## src/rtl/uart_count_reporter_if.sv

```systemverilog
// Byte handshake between the count reporter and the UART byte transmitter.
// The reporter is the master: it issues start/data and receives done.
interface uart_count_reporter_if;
   logic       tx_start;
   logic [7:0] tx_data;
   logic       tx_done;

   modport master (output tx_start, output tx_data, input tx_done);
   modport slave  (input tx_start, input tx_data, output tx_done);
endinterface

```

## src/rtl/uart_count_reporter.sv

```systemverilog
// Transmit sequencer: on report, snapshots count and sends it as uppercase
// ASCII hex (MSB nibble first) followed by CR LF, one byte per tx_done.
module uart_count_reporter #(
   parameter int COUNT_WIDTH = 16
) (
   input  logic                   clk,
   input  logic                   reset,
   input  logic [COUNT_WIDTH-1:0] count,
   input  logic                   report,
   uart_count_reporter_if.master  tx,
   output logic                   busy,
   output logic                   overrun,
   output logic [7:0]             frame_count
);
   localparam int NIBBLES = COUNT_WIDTH / 4;
   localparam int NBYTES  = NIBBLES + 2;
   localparam int IDX_W   = $clog2(NBYTES);
   localparam logic [IDX_W-1:0] LAST_IDX = IDX_W'(NBYTES - 1);

   typedef enum logic {IDLE, WAIT} state_t;

   state_t                 state_reg, state_next;
   logic [COUNT_WIDTH-1:0] snap_reg, snap_next;
   logic [IDX_W-1:0]       idx_reg, idx_next;
   logic [IDX_W-1:0]       idx_inc;
   logic                   tx_start_reg, tx_start_next;
   logic [7:0]             tx_data_reg, tx_data_next;
   logic                   busy_reg, busy_next;
   logic                   overrun_reg, overrun_next;
   logic [7:0]             frame_count_reg, frame_count_next;
   logic [7:0]             frame_byte [NBYTES];

   function automatic logic [7:0] hex_ascii(input logic [3:0] v);
      return (v < 4'd10) ? (8'h30 + {4'h0, v}) : (8'h37 + {4'h0, v});
   endfunction

   // Whole frame laid out from the frozen snapshot, indexed by byte position.
   genvar gi;
   generate
      for (gi = 0; gi < NIBBLES; gi++) begin : g_digit
         assign frame_byte[gi] = hex_ascii(snap_reg[COUNT_WIDTH-1-4*gi -: 4]);
      end
   endgenerate
   assign frame_byte[NIBBLES]   = 8'h0D;
   assign frame_byte[NIBBLES+1] = 8'h0A;

   assign idx_inc = idx_reg + 1'b1;

   always_comb begin
      state_next       = state_reg;
      snap_next        = snap_reg;
      idx_next         = idx_reg;
      tx_start_next    = 1'b0;
      tx_data_next     = tx_data_reg;
      busy_next        = busy_reg;
      overrun_next     = overrun_reg;
      frame_count_next = frame_count_reg;
      case (state_reg)
         IDLE: begin
            if (report) begin
               // Digit 0 comes straight from count; the snapshot isn't loaded yet.
               snap_next     = count;
               idx_next      = '0;
               tx_data_next  = hex_ascii(count[COUNT_WIDTH-1 -: 4]);
               tx_start_next = 1'b1;
               busy_next     = 1'b1;
               state_next    = WAIT;
            end
         end
         WAIT: begin
            if (report) begin
               overrun_next = 1'b1;
            end
            // A done coincident with our own start pulse cannot belong to this byte.
            if (tx.tx_done && !tx_start_reg) begin
               if (idx_reg == LAST_IDX) begin
                  state_next       = IDLE;
                  busy_next        = 1'b0;
                  frame_count_next = frame_count_reg + 8'd1;
               end else begin
                  idx_next      = idx_inc;
                  tx_data_next  = frame_byte[idx_inc];
                  tx_start_next = 1'b1;
               end
            end
         end
         default: state_next = IDLE;
      endcase
   end

   always_ff @(posedge clk or posedge reset) begin
      if (reset) begin
         state_reg       <= IDLE;
         snap_reg        <= '0;
         idx_reg         <= '0;
         tx_start_reg    <= 1'b0;
         tx_data_reg     <= 8'h00;
         busy_reg        <= 1'b0;
         overrun_reg     <= 1'b0;
         frame_count_reg <= 8'h00;
      end else begin
         state_reg       <= state_next;
         snap_reg        <= snap_next;
         idx_reg         <= idx_next;
         tx_start_reg    <= tx_start_next;
         tx_data_reg     <= tx_data_next;
         busy_reg        <= busy_next;
         overrun_reg     <= overrun_next;
         frame_count_reg <= frame_count_next;
      end
   end

   assign tx.tx_start  = tx_start_reg;
   assign tx.tx_data   = tx_data_reg;
   assign busy         = busy_reg;
   assign overrun      = overrun_reg;
   assign frame_count  = frame_count_reg;
endmodule
```

## src/flat_wrapper.sv

```systemverilog
// flat-port wrapper written by rule: the top's interface ports become plain ports
module uart_count_reporter_flat 
#(
   parameter int COUNT_WIDTH = 16
)
  (clk, reset, count, report, busy, overrun, frame_count, tx_tx_start, tx_tx_data, tx_tx_done);
  uart_count_reporter_if tx_i ();
  input  logic clk;
  input  logic reset;
  input  logic [COUNT_WIDTH-1:0] count;
  input  logic report;
  output logic busy;
  output logic overrun;
  output logic [7:0] frame_count;
  output wire logic [$bits(tx_i.tx_start)-1:0] tx_tx_start;
  output wire logic [$bits(tx_i.tx_data)-1:0] tx_tx_data;
  input wire logic [$bits(tx_i.tx_done)-1:0] tx_tx_done;
  assign tx_tx_start = tx_i.tx_start;
  assign tx_tx_data = tx_i.tx_data;
  assign tx_i.tx_done = tx_tx_done;
  uart_count_reporter #(.COUNT_WIDTH(COUNT_WIDTH)) u_core (.clk(clk), .reset(reset), .count(count), .report(report), .tx(tx_i), .busy(busy), .overrun(overrun), .frame_count(frame_count));
endmodule
```

## config.mk

```make
export PLATFORM = sky130hd
export DESIGN_NAME = uart_count_reporter_flat
export DESIGN_NICKNAME = d
export VERILOG_FILES = /design/src/rtl/uart_count_reporter_if.sv /design/src/rtl/uart_count_reporter.sv /design/src/flat_wrapper.sv
export SDC_FILE = /design/constraint.sdc
export NUM_CORES = 1
export LEC_CHECK = 0
export ABC_AREA = 1
export ABC_CLOCK_PERIOD_IN_PS = 1900
export CAP_MARGIN = 40
export CORE_ASPECT_RATIO = 0.8
export CORE_MARGIN = 3
export CORE_UTILIZATION = 52
export CTS_CLUSTER_DIAMETER = 80
export DETAILED_ROUTE_END_ITERATION = 8
export PLACE_DENSITY_LB_ADDON = 0.08
export RECOVER_POWER = 25
export SETUP_SLACK_MARGIN = 0.4
export SLEW_MARGIN = 40
export SYNTH_ARGS = -nofsm -noshare
export SYNTH_HDL_FRONTEND = slang
export SYNTH_SLANG_ARGS = --single-unit
export TNS_END_PERCENT = 10
```

## constraint.sdc

```tcl
create_clock -name clk -period 1.9 [get_ports clk]
set_input_delay 0.38 -clock clk [delete_from_list [all_inputs] [get_ports clk]]
set_output_delay 0.38 -clock clk [all_outputs]
set_load 0.005 [all_outputs]
```

==> reports/results.txt, run 1 <==
Outcome = finished clean
Vias per inst = 5.10
Most common cell in the netlist = nand2_1
Top cell type's share of synthesized area = 43.4%
Reg2Reg Capture Point = u_core.frame_count[1]
Syn avg cell area = 7.72 um^2
Leakage power = 0.00139 uW
# clock sinks = 38
CTS tree = yes
DRC Markers = 0
Synth cell count leaders = nand2_1 (73), dfrtp_1 (38), inv_1 (35)
Cell-internal power = 2510 uW
Final setup viols = 0
Max_slew headroom = 37.6%
Crit path capture type = register
Mapped Area = 2190 um^2
Final core utilization = 73.6%
Chip width = 78.6 um
Clock buffer count from CTS = 5
Reg2reg path depth = 6
Initial Util = 55.8%
Area grow syn2layout = 31.8%
Reg2Reg Setup Slack = 0.27 ns
Area contributors post-synth = dfrtp_1 (43%), nand2_1 (13%), o21ai_0 (6.8%), inv_1 (6.0%), ha_1 (5.1%)
CORE AREA = 3930 um^2
Drt initial violations = 111
Sequential area share after synthesis = 43.4%
Largest net degree at the start of global routing = 39
Antenna-violating nets left = 0
Comb power frac = 55.4%
Initial antenna violation count = 0
Detailed Route WL = 5130 um
Worst Setup EP = u_core.frame_count[1]
I/O pins = 39
Pre-CTS setup slack = -0.0633 ns
IO buf count = 37
Antenna Cells = 0
Max cap viols = 0
CP Class = reg -> reg
Vias in the first global route = 1898
Pre-Repair DR Iteration Count = 4
Net Count, Synth = 313
Slew @ Worst Pin = 0.937 ns
Synth unique cells = 33
Final net count = 369
Final hold vios = 0
WL met1 = 2400 um
Register share of total power = 31.7%
Gate count of the mapped netlist = 284
Met3 wire length = 303 um
Routed length per instance = 13.0 um
Share of post-route cells with drive strength above 1 = 14.1%
CTS H-tree lvls = 2
Synth warnings = 0
GRT Overall Usage = 22.3%
Final worst slack = 0.275 ns
GPL Wtd Cong = 0.884
Vias = 2018
Max reg flops = 16
Crit path arrival time = 1.80 ns
CTS clk-pin slew, worst paths = 0.08 ns
Post-layout minimum cycle time = 1.63 ns
Hold buffers post-CTS = 0
Tcrit/Tclk final = 85.6%
Die height = 64.1 um
Routed wl met2 = 2370 um
Switch Pwr = 1920 uW
Die Area = 5040 um^2
Unrepaired setup endpoints after global routing = yes
Max Fclk = 0.615 GHz
Tightest Hold Check Type = in -> reg
Synth Flop Type = dfrtp_1
Post-synth ARST share = 100%
Grt total ovfl = 0
Dominant cell type by area after synthesis = dfrtp_1
Critical Path Start = u_core.idx_reg[1]
Worst r2r src = u_core.idx_reg[1]
DP HPWL = 3580 um
Max VDD drop = 0.000882 V
Clock latency on the worst-skew pair = 0.29 ns
Final number of max-transition violations = 0
CTS Root Cell = clkbuf_8
DR top layer = met4
Clock tree buffer depth = 2
CP Launch Type = register
Largest fanout on the critical path = 4
Pwr dens = 1530 nW/um^2
Clock Skews = 0.00712 ns
First-pass GRT wire length = 8740 um
Post-synth EDFFs = 0
Req. time, crit path = 2.08 ns
FP Rows = 20
Clock power share = 12.9%
Switching Share = 43.3%
Synth Register Bits = 38
-- timing repair --
action / CTS / global route
pin swaps: 4 / 7
endpoints found under the setup margin: 34 / 39
gates resized for setup: 12 / 7
setup buffers: 8 / 1
-- power by group through the flow --
stage | logic (uW) | clock network (uW) | registers, uW
final | 2450 | 569 | 1400
after global routing | 2780 | 611 | 1450
after CTS | 2360 | 583 | 1400
after detailed placement | 2180 | 0 | 1420
after global placement | 2140 | 0 | 1420
after floorplan | 1460 | 0 | 1370
-- layout by cell type (no fill, tap or decap), drive strengths merged, types with 4 or more instances in the layout --
master,Yosys,layout
buf,2,17
inv,37,37
nand2,74,74
xnor2,4,4
xor2,6,6
dfrtp,38,38
nor2,30,30
clkbuf,4,8
clkdlybuf4s50,0,34
o21ai,31,31
ha,9,9
a21oi,12,12
nand3,21,21
-- worst max-delay path, cell delays in order (launching register included) --
cell and delay [ns]:
dfrtp_1 0.40, inv_2 0.09, ha_4 0.14, nand2_4 0.06
nor3_4 0.31, buf_4 0.19, mux2_2 0.32
-- how the worst min path moves through the flow --
stage,from,to,slack [ns],cells past startpoint
after floorplan,u_core.frame_count[7],u_core.frame_count[7],0.47,1
after global placement,u_core.frame_count[7],u_core.frame_count[7],0.46,1
after detailed placement,u_core.overrun,u_core.overrun,0.46,1
after CTS,u_core.overrun,u_core.overrun,0.48,1
after global routing,count[13],u_core.snap_reg[13],0.49,3
final,count[13],u_core.snap_reg[13],0.45,3
-- kinds of logic (layout without fill, tap and decap cells) --
family                   Yosys count  in the layout  share of synthesized area [%]
AND/OR/NAND/NOR                  132            132                           26.8
XOR/XNOR                          10             10                           4.00
adder cells (fa/ha/maj)            9              9                           5.14
flip-flops                        38             38                           43.4
AO/OA/AOI/OAI                     49             49                           11.7
multiplexers                       1              1                          0.514
buffers and inverters             44            101                           8.28
other                              1              1                          0.171
-- per-layer routing --
metal / up-vias / GRT usage (%)
li1: 1020 / -
met1: 938 / 31.5
met2: 54 / 34.7
met3: 6 / 4.08
met4: 0 / 7.21
met5: - / 0
-- final cells by class --
cell class,count,area (um^2)
multi-input cells,202,1120
fillers,313,1040
flip-flops and latches,38,953
repair buffers,55,505
inverters,38,149
clock buffers,7,86.3
well taps,55,68.8
clock inverters,1,5.00
-- stage by stage --
step / TNS (ns) / cell area (um^2) / power [uW] / std cells / hold slack, ns
finish: 0 / 2890 / 4430 / 396 / 0.453
floorplan: 0 / 2190 / 2830 / 284 / 0.467
CTS: 0 / 2860 / 4340 / 395 / 0.482
global placement: 0 / 2670 / 3560 / 379 / 0.459
detailed placement: -0.0947 / 2670 / 3590 / 379 / 0.462
global route: 0 / 2890 / 4840 / 396 / 0.491
Power figures use the tool's default switching activity.
==> run 2, diff against run 1 <==
--- a/config.mk
+++ b/config.mk
@@ -8,7 +8,6 @@
 export ABC_AREA = 1
 export ABC_CLOCK_PERIOD_IN_PS = 1900
 export CAP_MARGIN = 40
-export CORE_ASPECT_RATIO = 0.8
 export CORE_MARGIN = 3
 export CORE_UTILIZATION = 52
 export CTS_CLUSTER_DIAMETER = 80
==> reports/results.txt, run 2 (synthesized netlist as in run 1, its figures left out) <==
Register share of total power = 29.1%
Clock power share = 11.6%
Share of post-route cells with drive strength above 1 = 20.1%
# clock sinks = 38
Crit path capture type = register
Outcome = finished clean
Switch Pwr = 2140 uW
Vias per inst = 5.23
Clock Skews = 0.00557 ns
CP peak stage delay = 0.45 ns
Final setup viols = 0
CP Class = reg -> reg
Max VDD drop = 0.000859 V
GPL Wtd Cong = 0.895
DP HPWL = 3700 um
Vias in the first global route = 1978
DRC Markers = 0
Post-layout minimum cycle time = 1.73 ns
CTS clk-pin slew, worst paths = 0.07 ns
Cell-internal power = 2700 uW
Slowest cell on the critical path = dfrtp_2
Max_slew headroom = 37.9%
Die Area = 5030 um^2
Drt initial violations = 172
CTS H-tree lvls = 2
Critical-path cell list = buf_6, ha_4, nor2_1, nor2_4, inv_4, nor2_4, nand2_1, nand3_1, nand2_1, a21oi_2
Antenna-violating nets left = 0
Routed length per instance = 14.2 um
Most common cell after layout, fill and taps aside = nand2_1
Pre-Repair DR Iteration Count = 6
Worst path bufs/invs = 2
Final net count = 377
Crit path arrival time = 1.89 ns
Unrepaired setup endpoints after global routing = yes
Final number of max-transition violations = 0
FP Rows = 22
Initial Util = 56.9%
CTS tree = yes
Initial antenna violation count = 0
Die height = 70.9 um
Tightest Hold Check Type = in -> reg
CTS Root Cell = clkbuf_8
Vias = 2076
IO buf count = 37
GRT Overall Usage = 21.2%
CORE AREA = 3850 um^2
CP Launch Type = register
Crit. path cell count = 10
Largest net degree at the start of global routing = 39
Leakage power = 0.00146 uW
Hold buffers post-CTS = 0
Pwr dens = 1590 nW/um^2
Reg2reg path depth = 10
Clock buffer count from CTS = 5
Antenna Cells = 0
Comb power frac = 59.3%
Slew @ Worst Pin = 0.932 ns
Max Fclk = 0.580 GHz
Final hold vios = 0
I/O pins = 39
Commonest cells after routing, fill and taps aside = nand2_1 (71), dfrtp_1 (35), clkdlybuf4s50_1 (33)
Detailed Route WL = 5650 um
First-pass GRT wire length = 8650 um
Clock latency on the worst-skew pair = 0.28 ns
Fin Setup TNS = 0 ns
Top Family by Delay on Critical Path = simple AND/OR/NAND/NOR gates
Max reg flops = 16
Chip width = 70.9 um
Switching Share = 44.1%
Tcrit/Tclk final = 90.8%
Req. time, crit path = 2.06 ns
Hold Path Stages = 3
Clock tree buffer depth = 2
Hold Worst Slack = 0.442 ns
Grt total ovfl = 0
Max cap viols = 0
Largest fanout on the critical path = 5
Area grow syn2layout = 38.6%
[run 2: changes by cell type in the layout (fill, tap and decap cells not counted), moves of 2 or more]
cell and change:
inv_1 -4, a21oi_1 -2, nand2_4 +2, inv_4 +3, o21ai_0 -2, buf_6 +3
o21ai_1 +2, nor2_4 +2, a21oi_2 +2, nor2_1 -3, buf_4 +4
[run 2: stage by stage]
step / instance area [um^2] / utilization (%) / power [uW] / worst slack [ns] / cells
5_1_grt: 3040 / 78.9 / 5230 / 0.124 / 397
3_3_place_gp: 2660 / 69.0 / 3560 / 0.0677 / 372
2_1_floorplan: 2190 / - / 2830 / 0.337 / 284
3_5_place_dp: 2660 / 69.0 / 3620 / -0.000619 / 372
4_1_cts: 2890 / 74.9 / 4450 / 0.274 / 387
6_report: 3040 / 78.9 / 4840 / 0.175 / 397
[run 2: area by class of cell]
cell class              instances  area (um^2)
inverters                      38          156
clock buffers                   7         86.3
repair buffers                 63          588
clock inverters                 1         5.00
flip-flops and latches         38          955
fillers                       271          815
well taps                      48         60.1
multi-input cells             202         1190
[run 2: path summary, 6_finish.rpt]
path	end	slack, ns	from
worst max-delay path	u_core.tx.tx_data[0]	0.17	u_core.idx_reg[0]
max in group asynchronous	u_core.frame_count[0]	0.42	reset
worst min register to register	u_core.frame_count[7]	0.48	u_core.frame_count[7]
min in group asynchronous	u_core.idx_reg[2]	0.85	reset
worst max register to register	u_core.tx.tx_data[0]	0.17	u_core.idx_reg[0]
worst min-delay path	u_core.snap_reg[12]	0.44	count[12]
[run 2: metal layers]
layer	global-route usage [%]	vias up	wire [um]	part of all wire, %
li1	-	1035	-	-
met1	28.8	948	2510	45
met2	34.7	79	2710	48
met3	4.26	14	299	5.3
met4	5.43	0	127	2.2
met5	0	-	0	0
[run 2: what timing repair did]
| item | CTS | global route |
|---|---|---|
| gates resized for setup | 24 | 24 |
| setup endpoints to repair | 36 | 36 |
| pin swaps | 6 | 17 |
| endpoints found under the hold margin | 0 | 0 |
| setup buffers | 7 | 10 |
[run 2: power by group through the flow]
stage | clock, uW | combinational (uW) | sequential (uW)
final | 562 | 2870 | 1410
after CTS | 563 | 2480 | 1410
after global routing | 606 | 3180 | 1450
after floorplan | 0 | 1460 | 1370
after detailed placement | 0 | 2210 | 1410
after global placement | 0 | 2160 | 1400
[run 2: worst min-delay path, stage by stage]
cell and delay, ns:
dlymetal6s2s_1 0.15, nand2_1 0.07, o21ai_0 0.08
